--- config.mk ---
export PLATFORM = sky130hd
export DESIGN_NAME = game_timer_ctrl
export DESIGN_NICKNAME = d
export VERILOG_FILES = /design/src/rtl/game_timer_ctrl.sv
export SDC_FILE = /design/constraint.sdc
export NUM_CORES = 1
export LEC_CHECK = 0
export ABC_CLOCK_PERIOD_IN_PS = 2220
export CORE_MARGIN = 2
export CORE_UTILIZATION = 44
export DETAILED_ROUTE_END_ITERATION = 10
export PLACE_DENSITY_LB_ADDON = 0.2
export SETUP_SLACK_MARGIN = 0.15
export SLEW_MARGIN = 20
export SYNTH_ARGS = -nofsm -noshare
export SYNTH_HDL_FRONTEND = slang
export SYNTH_SLANG_ARGS = --single-unit
--- constraint.sdc ---
create_clock -name clk -period 2.22 [get_ports clk]
set_input_delay 0.555 -clock clk [delete_from_list [all_inputs] [get_ports clk]]
set_output_delay 0.555 -clock clk [all_outputs]
set_load 0.02 [all_outputs]
--- src/rtl/game_timer_ctrl.sv ---
// -----------------------------------------------------------------------------
// game_timer_ctrl
//
// Session controller for the whack-a-mole timebase. It sequences a round
// through IDLE -> RUN <-> PAUSE -> OVER and owns the one-second countdown, the
// score and the level. It also produces the TimeExpire value and the
// active-low reset for the mole-rate clock divider. The mole rate doubles on
// each level-up.
//
// Parameters
//   TICK_CYCLES    clk cycles per game second (>= 2)
//   GAME_SECONDS   round length in seconds (1..255)
//   HITS_PER_LEVEL hits needed per level advance (1..255)
//   BASE_EXPIRE    divider TimeExpire value at level 0
//
// Ports
//   clk          system clock
//   rst          synchronous, active-low reset
//   start        level; begins a round from IDLE or restarts it from OVER
//   pause        level; freezes the round while high
//   hit          one-cycle pulse per successful whack
//   running      high in RUN; active-low reset of the mole divider
//   time_expire  BASE_EXPIRE >> level, one cycle behind level
//   sec_tick     one-cycle pulse per elapsed game second
//   time_left    seconds remaining in the round
//   level        current level, 0..3
//   score        hit count, saturating at 999
//   game_over    high in OVER
// -----------------------------------------------------------------------------
module game_timer_ctrl #(
  parameter int TICK_CYCLES    = 50_000_000,
  parameter int GAME_SECONDS   = 60,
  parameter int HITS_PER_LEVEL = 10,
  parameter int BASE_EXPIRE    = 25_000_000
) (
  input  logic        clk,
  input  logic        rst,
  input  logic        start,
  input  logic        pause,
  input  logic        hit,
  output logic        running,
  output logic [31:0] time_expire,
  output logic        sec_tick,
  output logic [7:0]  time_left,
  output logic [1:0]  level,
  output logic [9:0]  score,
  output logic        game_over
);

  typedef enum logic [1:0] {
    IDLE  = 2'd0,
    RUN   = 2'd1,
    PAUSE = 2'd2,
    OVER  = 2'd3
  } state_t;

  localparam int          PW         = (TICK_CYCLES > 2) ? $clog2(TICK_CYCLES) : 1;
  localparam logic [PW-1:0] PRESC_MAX = PW'(TICK_CYCLES - 1);
  localparam logic [7:0]  SECS_INIT  = 8'(GAME_SECONDS);
  localparam logic [7:0]  HIT_LAST   = 8'(HITS_PER_LEVEL - 1);
  localparam logic [9:0]  SCORE_MAX  = 10'd999;
  localparam logic [31:0] BASE32     = 32'(BASE_EXPIRE);

  state_t          state_q, state_d;
  logic [PW-1:0]   presc_q, presc_d;
  logic [7:0]      hit_cnt_q, hit_cnt_d;
  logic [7:0]      time_left_d;
  logic [1:0]      level_d;
  logic [9:0]      score_d;
  logic [31:0]     expire_d;
  logic            sec_tick_d;

  // A RUN cycle that is not frozen by pause advances the timebase. Both
  // processes below use this so that pause keeps its priority over tick and hit.
  logic run_active;
  logic tick_now;
  logic last_tick;

  assign run_active = (state_q == RUN) && !pause;
  assign tick_now   = run_active && (presc_q == PRESC_MAX);
  assign last_tick  = tick_now && (time_left == 8'd1);

  // ---------------------------------------------------------------------------
  // State register
  // ---------------------------------------------------------------------------
  // NOTE: sequential state is written with non-blocking assignments only, so
  // every flop samples pre-edge values regardless of process ordering.
  always_ff @(posedge clk) begin
    if (!rst) state_q <= IDLE;
    else      state_q <= state_d;
  end

  // ---------------------------------------------------------------------------
  // Next-state logic
  // ---------------------------------------------------------------------------
  // NOTE: every always_comb output gets a default first; a path that skips an
  // assignment would otherwise infer a latch.
  always_comb begin
    state_d = state_q;
    case (state_q)
      IDLE:    if (start) state_d = RUN;
      RUN: begin
        if (pause)          state_d = PAUSE;
        else if (last_tick) state_d = OVER;
      end
      PAUSE:   if (!pause) state_d = RUN;
      OVER:    if (start) state_d = RUN;
      default: state_d = IDLE;
    endcase
  end

  // ---------------------------------------------------------------------------
  // Output / datapath next values
  // ---------------------------------------------------------------------------
  always_comb begin
    presc_d     = presc_q;
    hit_cnt_d   = hit_cnt_q;
    time_left_d = time_left;
    level_d     = level;
    score_d     = score;
    sec_tick_d  = 1'b0;
    // The divider value trails level by one cycle.
    expire_d    = BASE32 >> level;

    case (state_q)
      IDLE, OVER: begin
        // Starting a round reloads everything reset would set.
        if (start) begin
          presc_d     = '0;
          hit_cnt_d   = '0;
          time_left_d = SECS_INIT;
          level_d     = 2'd0;
          score_d     = 10'd0;
          expire_d    = BASE32;
        end
      end
      RUN: begin
        if (run_active) begin
          if (tick_now) begin
            presc_d     = '0;
            sec_tick_d  = 1'b1;
            time_left_d = time_left - 8'd1;
          end else begin
            presc_d = presc_q + PW'(1);
          end

          // A hit in the same cycle as a tick (including the final one) is
          // still counted.
          if (hit) begin
            if (score != SCORE_MAX) score_d = score + 10'd1;
            if (hit_cnt_q == HIT_LAST) begin
              hit_cnt_d = '0;
              if (level != 2'd3) level_d = level + 2'd1;
            end else begin
              hit_cnt_d = hit_cnt_q + 8'd1;
            end
          end
        end
      end
      default: ;  // PAUSE: everything holds
    endcase
  end

  // ---------------------------------------------------------------------------
  // Output registers
  // ---------------------------------------------------------------------------
  // NOTE: every register here is control state with a defined restart value,
  // so all of them take the synchronous reset (there is no storage array that
  // could be left unreset).
  always_ff @(posedge clk) begin
    if (!rst) begin
      presc_q     <= '0;
      hit_cnt_q   <= '0;
      time_left   <= SECS_INIT;
      level       <= 2'd0;
      score       <= 10'd0;
      time_expire <= BASE32;
      sec_tick    <= 1'b0;
      running     <= 1'b0;
      game_over   <= 1'b0;
    end else begin
      presc_q     <= presc_d;
      hit_cnt_q   <= hit_cnt_d;
      time_left   <= time_left_d;
      level       <= level_d;
      score       <= score_d;
      time_expire <= expire_d;
      sec_tick    <= sec_tick_d;
      running     <= (state_d == RUN);
      game_over   <= (state_d == OVER);
    end
  end

endmodule

Yosys cells after proc, flatten, opt, wreduce, memory -nomap -nowiden:

Cells that the tools add are included.

* register bits after elaboration: 91
* input port bits: 5
* output and inout port bits: 55
* logic and storage cells: 78

* add/sub/neg operators: 5
* equal/unequal tests: 17
* shift-type cells: 1
* muxes and demuxes: 32
* reductions and logical operators: 13

Operators with widths (number)
* 26-bit 2-to-1 mux: 3
* 32-bit 2-to-1 mux: 2
* 8-bit 2-to-1 mux: 7
* 26-bit case mux with 2 select lines: 1
* 10-bit 2-to-1 mux: 4
* 8-bit case mux with 2 select lines: 2
* 25-bit by 2-bit right shift with 32-bit output, first input constant: 1
* 26-bit by 1-bit adder with 26-bit output, second input constant: 1
* 26-bit == test, second input constant: 1
* 10-bit case mux with 2 select lines: 1
* 2-bit 2-to-1 mux: 9
* 10-bit by 1-bit adder with 10-bit output, second input constant: 1
* 10-bit inequality test, second input constant: 1
* 8-bit by 1-bit adder with 8-bit output, second input constant: 1
* 8-bit by 1-bit == test with 1-bit output, second input constant: 1
* 8-bit by 4-bit == test with 1-bit output, second input constant: 1
* 2-bit by 1-bit inequality test with 1-bit output, second input constant: 4
* 2-bit inequality test, second input constant: 4
* 4-bit AND reduction: 2
* 8-bit by 1-bit subtractor with 8-bit output, second input constant: 1
* 2-bit == test, second input constant: 3
* 2-bit case mux with 3 select lines: 1
* 3-bit AND reduction: 2
* 6-bit AND reduction: 1
* other kinds (10): 13

Depth between registers and ports, before layout:

* depth after elaboration: 8
* depth in mapped cells: 9
* mapped depth without buffers: 7

Least setup slack after synthesis:

OpenSTA, ideal clock, no wires.

* path type: reg2reg
* from: reg state_q[0]
* to: reg presc_q[21]
* arrival time: 2.064 ns
* data required time: 2.092 ns
* setup slack: 0.029 ns
* cell stages (with the launch flop): 10
* path through: dfxtp_1 -> inv_1 -> ha_1 -> nor2b_1 -> nor3b_1 -> clkbuf_1 -> clkbuf_1 -> nand4_1 -> xor2_1 -> nor2_1

* cells in the longest elaborated chain, start to end: 6
* elaborated cells on any way between the ends: 13

RTL lines
* from (decl): line 64 `state_t state_q, state_d;`
* from (signal assigned): line 90 `else state_q <= state_d;`
* 2-bit by 1-bit == test with 1-bit output: line 79, 125
* 1-bit logical AND: line 79 `assign run_active = (state_q == RUN) && !pause;`
* 1-bit logical AND: line 80 `assign tick_now = run_active && (presc_q == PRESC_MAX);`
* 26-bit 2-to-1 mux: line 139 `if (tick_now) begin`
* 26-bit 2-to-1 mux: line 138 `if (run_active) begin`
* 26-bit case mux with 2 select lines: line 125 `case (state_q)`
* to (signal assigned): line 182 `presc_q <= presc_d;`
* to (decl): line 65 `logic [PW-1:0] presc_q, presc_d;`

Parallel ways exist; a longest one is shown, timed or not. The select of a mux whose other input is x is not followed.
A chain may end at the register's enable or synchronous reset.

Final worst setup path:

* from: reg time_left[3]
* to: out time_left[3]

RTL lines
* from (decl): line 44 `output logic [7:0] time_left,`
* from (signal assigned): line 184 `time_left <= time_left_d;`

No word-level cell between the ends.

==> impl_metrics.json <==
{
  "cts.path.max_buffers": 2,
  "r2r_slack_ps": 200,
  "synthTopCellsByArea": "dfxtp_1 39%, ha_1 5.9%, buf_4 4.4%",
  "drt_pass1_iterations": 4,
  "finClkSkew_ps": 11.5,
  "port-buffer-count": 45,
  "drt-vias-per-instance": 5.33,
  "initial_core_util_pct": 44.8,
  "grt_max_degree": 17,
  "clkTransAtPathRegs_ps": 70,
  "n_antenna_cell": 0,
  "vias": 3250,
  "drive_gt1_share_pct": 20.0,
  "path_delay_family": "buffers and inverters",
  "layout.nets": 523,
  "clock_latency_ps": 350,
  "synth_adder_area_share_pct": 5.87,
  "critPathLaunchType": "register",
  "crit_arrival_ps": 1470,
  "core.rowCount": 33,
  "syn_area_per_cell_um2": 8.67,
  "avgRoutedWirePerCell_um": 13.7,
  "ys_seq_area_share_pct": 38.7,
  "numCtsBuffers": 9,
  "io_pins": 60,
  "grtUsageTotal_pct": 19.5,
  "grt_pass1_wl_mm": 13.8,
  "synth-edff-count": 0,
  "slew_viol_final": 0,
  "fp.coreArea_mm2": 0.00809,
  "path_cells": "clkdlybuf4s50_1",
  "die_h_um": 94.7,
  "synth_compound_area_share_pct": 11.2,
  "synth_top_family_by_area": "simple AND/OR/NAND/NOR gates",
  "hold_class": "reg -> reg",
  "root_buffer": "clkbuf_8",
  "ys_seq_elements": 70,
  "power.density_mw_per_mm2": 627,
  "drt-initial-drc-count": 142,
  "synth_top_cell_by_area": "dfxtp_1",
  "totalWireLength_mm": 8.34,
  "rsz0062_at_grt": "yes",
  "setup_viol": 0,
  "criticalPathCategory": "reg -> out",
  "synthSimpleGateAreaFrac_pct": 30.1,
  "syn_to_final_growth_pct": 30.1,
  "end_kind": "primary output",
  "final_common_cell": "dfxtp_1",
  "layout_common_cells": "66 x dfxtp_1, 49 x buf_4, 43 x clkdlybuf4s50_1",
  "synth_flop_cell": "dfxtp_1",
  "antenna_left": 0,
  "dpl.cell_count": 592,
  "clock_sinks": 70,
  "run_status": "complete, no violations",
  "drv_cap": 0,
  "fin_area_mm2": 0.00471,
  "syn_area_mm2": 0.00362,
  "vdd_drop_max_mv": 0.333,
  "place.detailed.hpwl_mm": 6.04,
  "path_max_fanout": 8,
  "netlist_instances": 418,
  "cpPeakStageDelay_ps": 660,
  "dpl_worst_slack_ps": -235,
  "synth.distinct_cells": 62,
  "slowest_stage": "clkdlybuf4s50_1",
  "clock.fmax_ghz": 0.494,
  "synthMuxAreaShare_pct": 0.587,
  "place.gp.congestion": 0.842,
  "synth-xor-area-share_pct": 5.80,
  "crit_required_ps": 1660,
  "fin_crit_ps": 2030,
  "antenna_found_initial": 0,
  "die_width_um": 94.7,
  "cts_tree": "done",
  "p_total_mw": 2.95,
  "synth_top_area_share_pct": 38.7,
  "h-tree-depth": 3,
  "yosys_warnings": 0,
  "worst_slack_ps": 194,
  "grt_overflow": 0,
  "hold_viol": 0,
  "drc": 0,
  "period_share_pct": 91.2,
  "finalNonFillerCells": 610,
  "leakage_nw": 1.78,
  "post_dp_cell_area_mm2": 0.00437,
  "die_area_mm2": 0.00897,
  "grt_pass1_vias": 2961,
  "cp_num_buf_inv": 1,
  "async_reset_ff_share_pct": 0
}
-- metal layers --
metal  track usage (%)  up-vias  share of wire (%)  wire [µm]
li1                  -     1622                  -          -
met1              26.0     1541                 48       4000
met2              30.8       76                 46       3880
met3              3.43       11                3.9        323
met4              8.82        0                1.7        139
met5                 0        -                  0          0
-- path summary, 6_finish.rpt --
check	from	to	cells past startpoint
worst min-delay path	level[0]	time_expire[22]	1
worst min register to register	level[0]	time_expire[22]	1
worst max-delay path	time_left[3]	time_left[3]	1
worst max register to register	state_q[1]	time_left[3]	7
-- layout make-up --
class / instances / area [µm²]
fillers: 759 / 3380
multi-input cells: 314 / 2080
flip-flops and latches: 70 / 1410
repair buffers: 94 / 823
clock buffers: 11 / 151
well taps: 105 / 131
clock inverters: 4 / 70.1
inverters: 12 / 45.0
-- cell usage after synthesis (2+ instances only) --
cell,number
nand2b_1,4
nor3b_1,2
and3_1,14
nor2b_1,4
or3b_2,3
o31ai_1,4
nor2_1,36
nand3_1,19
xor2_1,15
nor3_1,9
buf_4,21
a21boi_0,3
a41oi_1,2
or4_1,2
inv_1,12
nor4_1,8
o21a_1,3
and2_1,4
clkbuf_1,10
or3_1,7
and4_1,5
nand2_1,39
ha_1,17
xnor2_1,9
o21ai_0,14
a21oi_1,20
dfxtp_1,70
conb_1,2
nand3b_1,4
buf_6,2
nand4b_1,3
or2_2,2
a22o_1,2
nand4_1,18
o221a_2,2
-- kinds of logic after synthesis --
family	Yosys count
adder cells (fa/ha/maj)	17
multiplexers	2
flip-flops	70
AND/OR/NAND/NOR	195
AO/OA/AOI/OAI	62
buffers and inverters	46
other	2
XOR/XNOR	24
-- report_power, final --
part | leakage (nW) | switching (mW) | internal (mW)
sequential | 0.567 | 0.0190 | 1.28
clock | 0.115 | 0.466 | 0.684
combinational | 1.09 | 0.281 | 0.225
total | 1.78 | 0.766 | 2.19
-- timing repair --
| item | CTS | global route |
|---|---|---|
| gates cloned | 0 | 0 |
| resized for setup | 4 | 20 |
| pin swaps | 2 | 2 |
| hold endpoints to repair | 0 | 0 |
| setup buffers | 1 | 2 |
| hold buffers | 0 | 0 |
| setup endpoints to repair | 11 | 31 |
-- stage by stage --
| step | hold slack (ps) | utilization (%) | TNS [ps] |
|---|---|---|---|
| floorplan | 441 | - | 0 |
| global placement | 476 | 54.0 | -4020 |
| detailed placement | 474 | 54.0 | -4290 |
| CTS | 502 | 57.1 | 0 |
| global route | 510 | 58.2 | 0 |
| finish | 475 | 58.2 | 0 |
-- registers in the layout, summed over array words and instances (netlist names) --
register and cells:
game_over 1, state_q 2, sec_tick 1, score 10
time_left 8, running 1, hit_cnt_q 8, level 2
time_expire 11, presc_q 26
No activity file was read; power rests on OpenSTA's default activity.
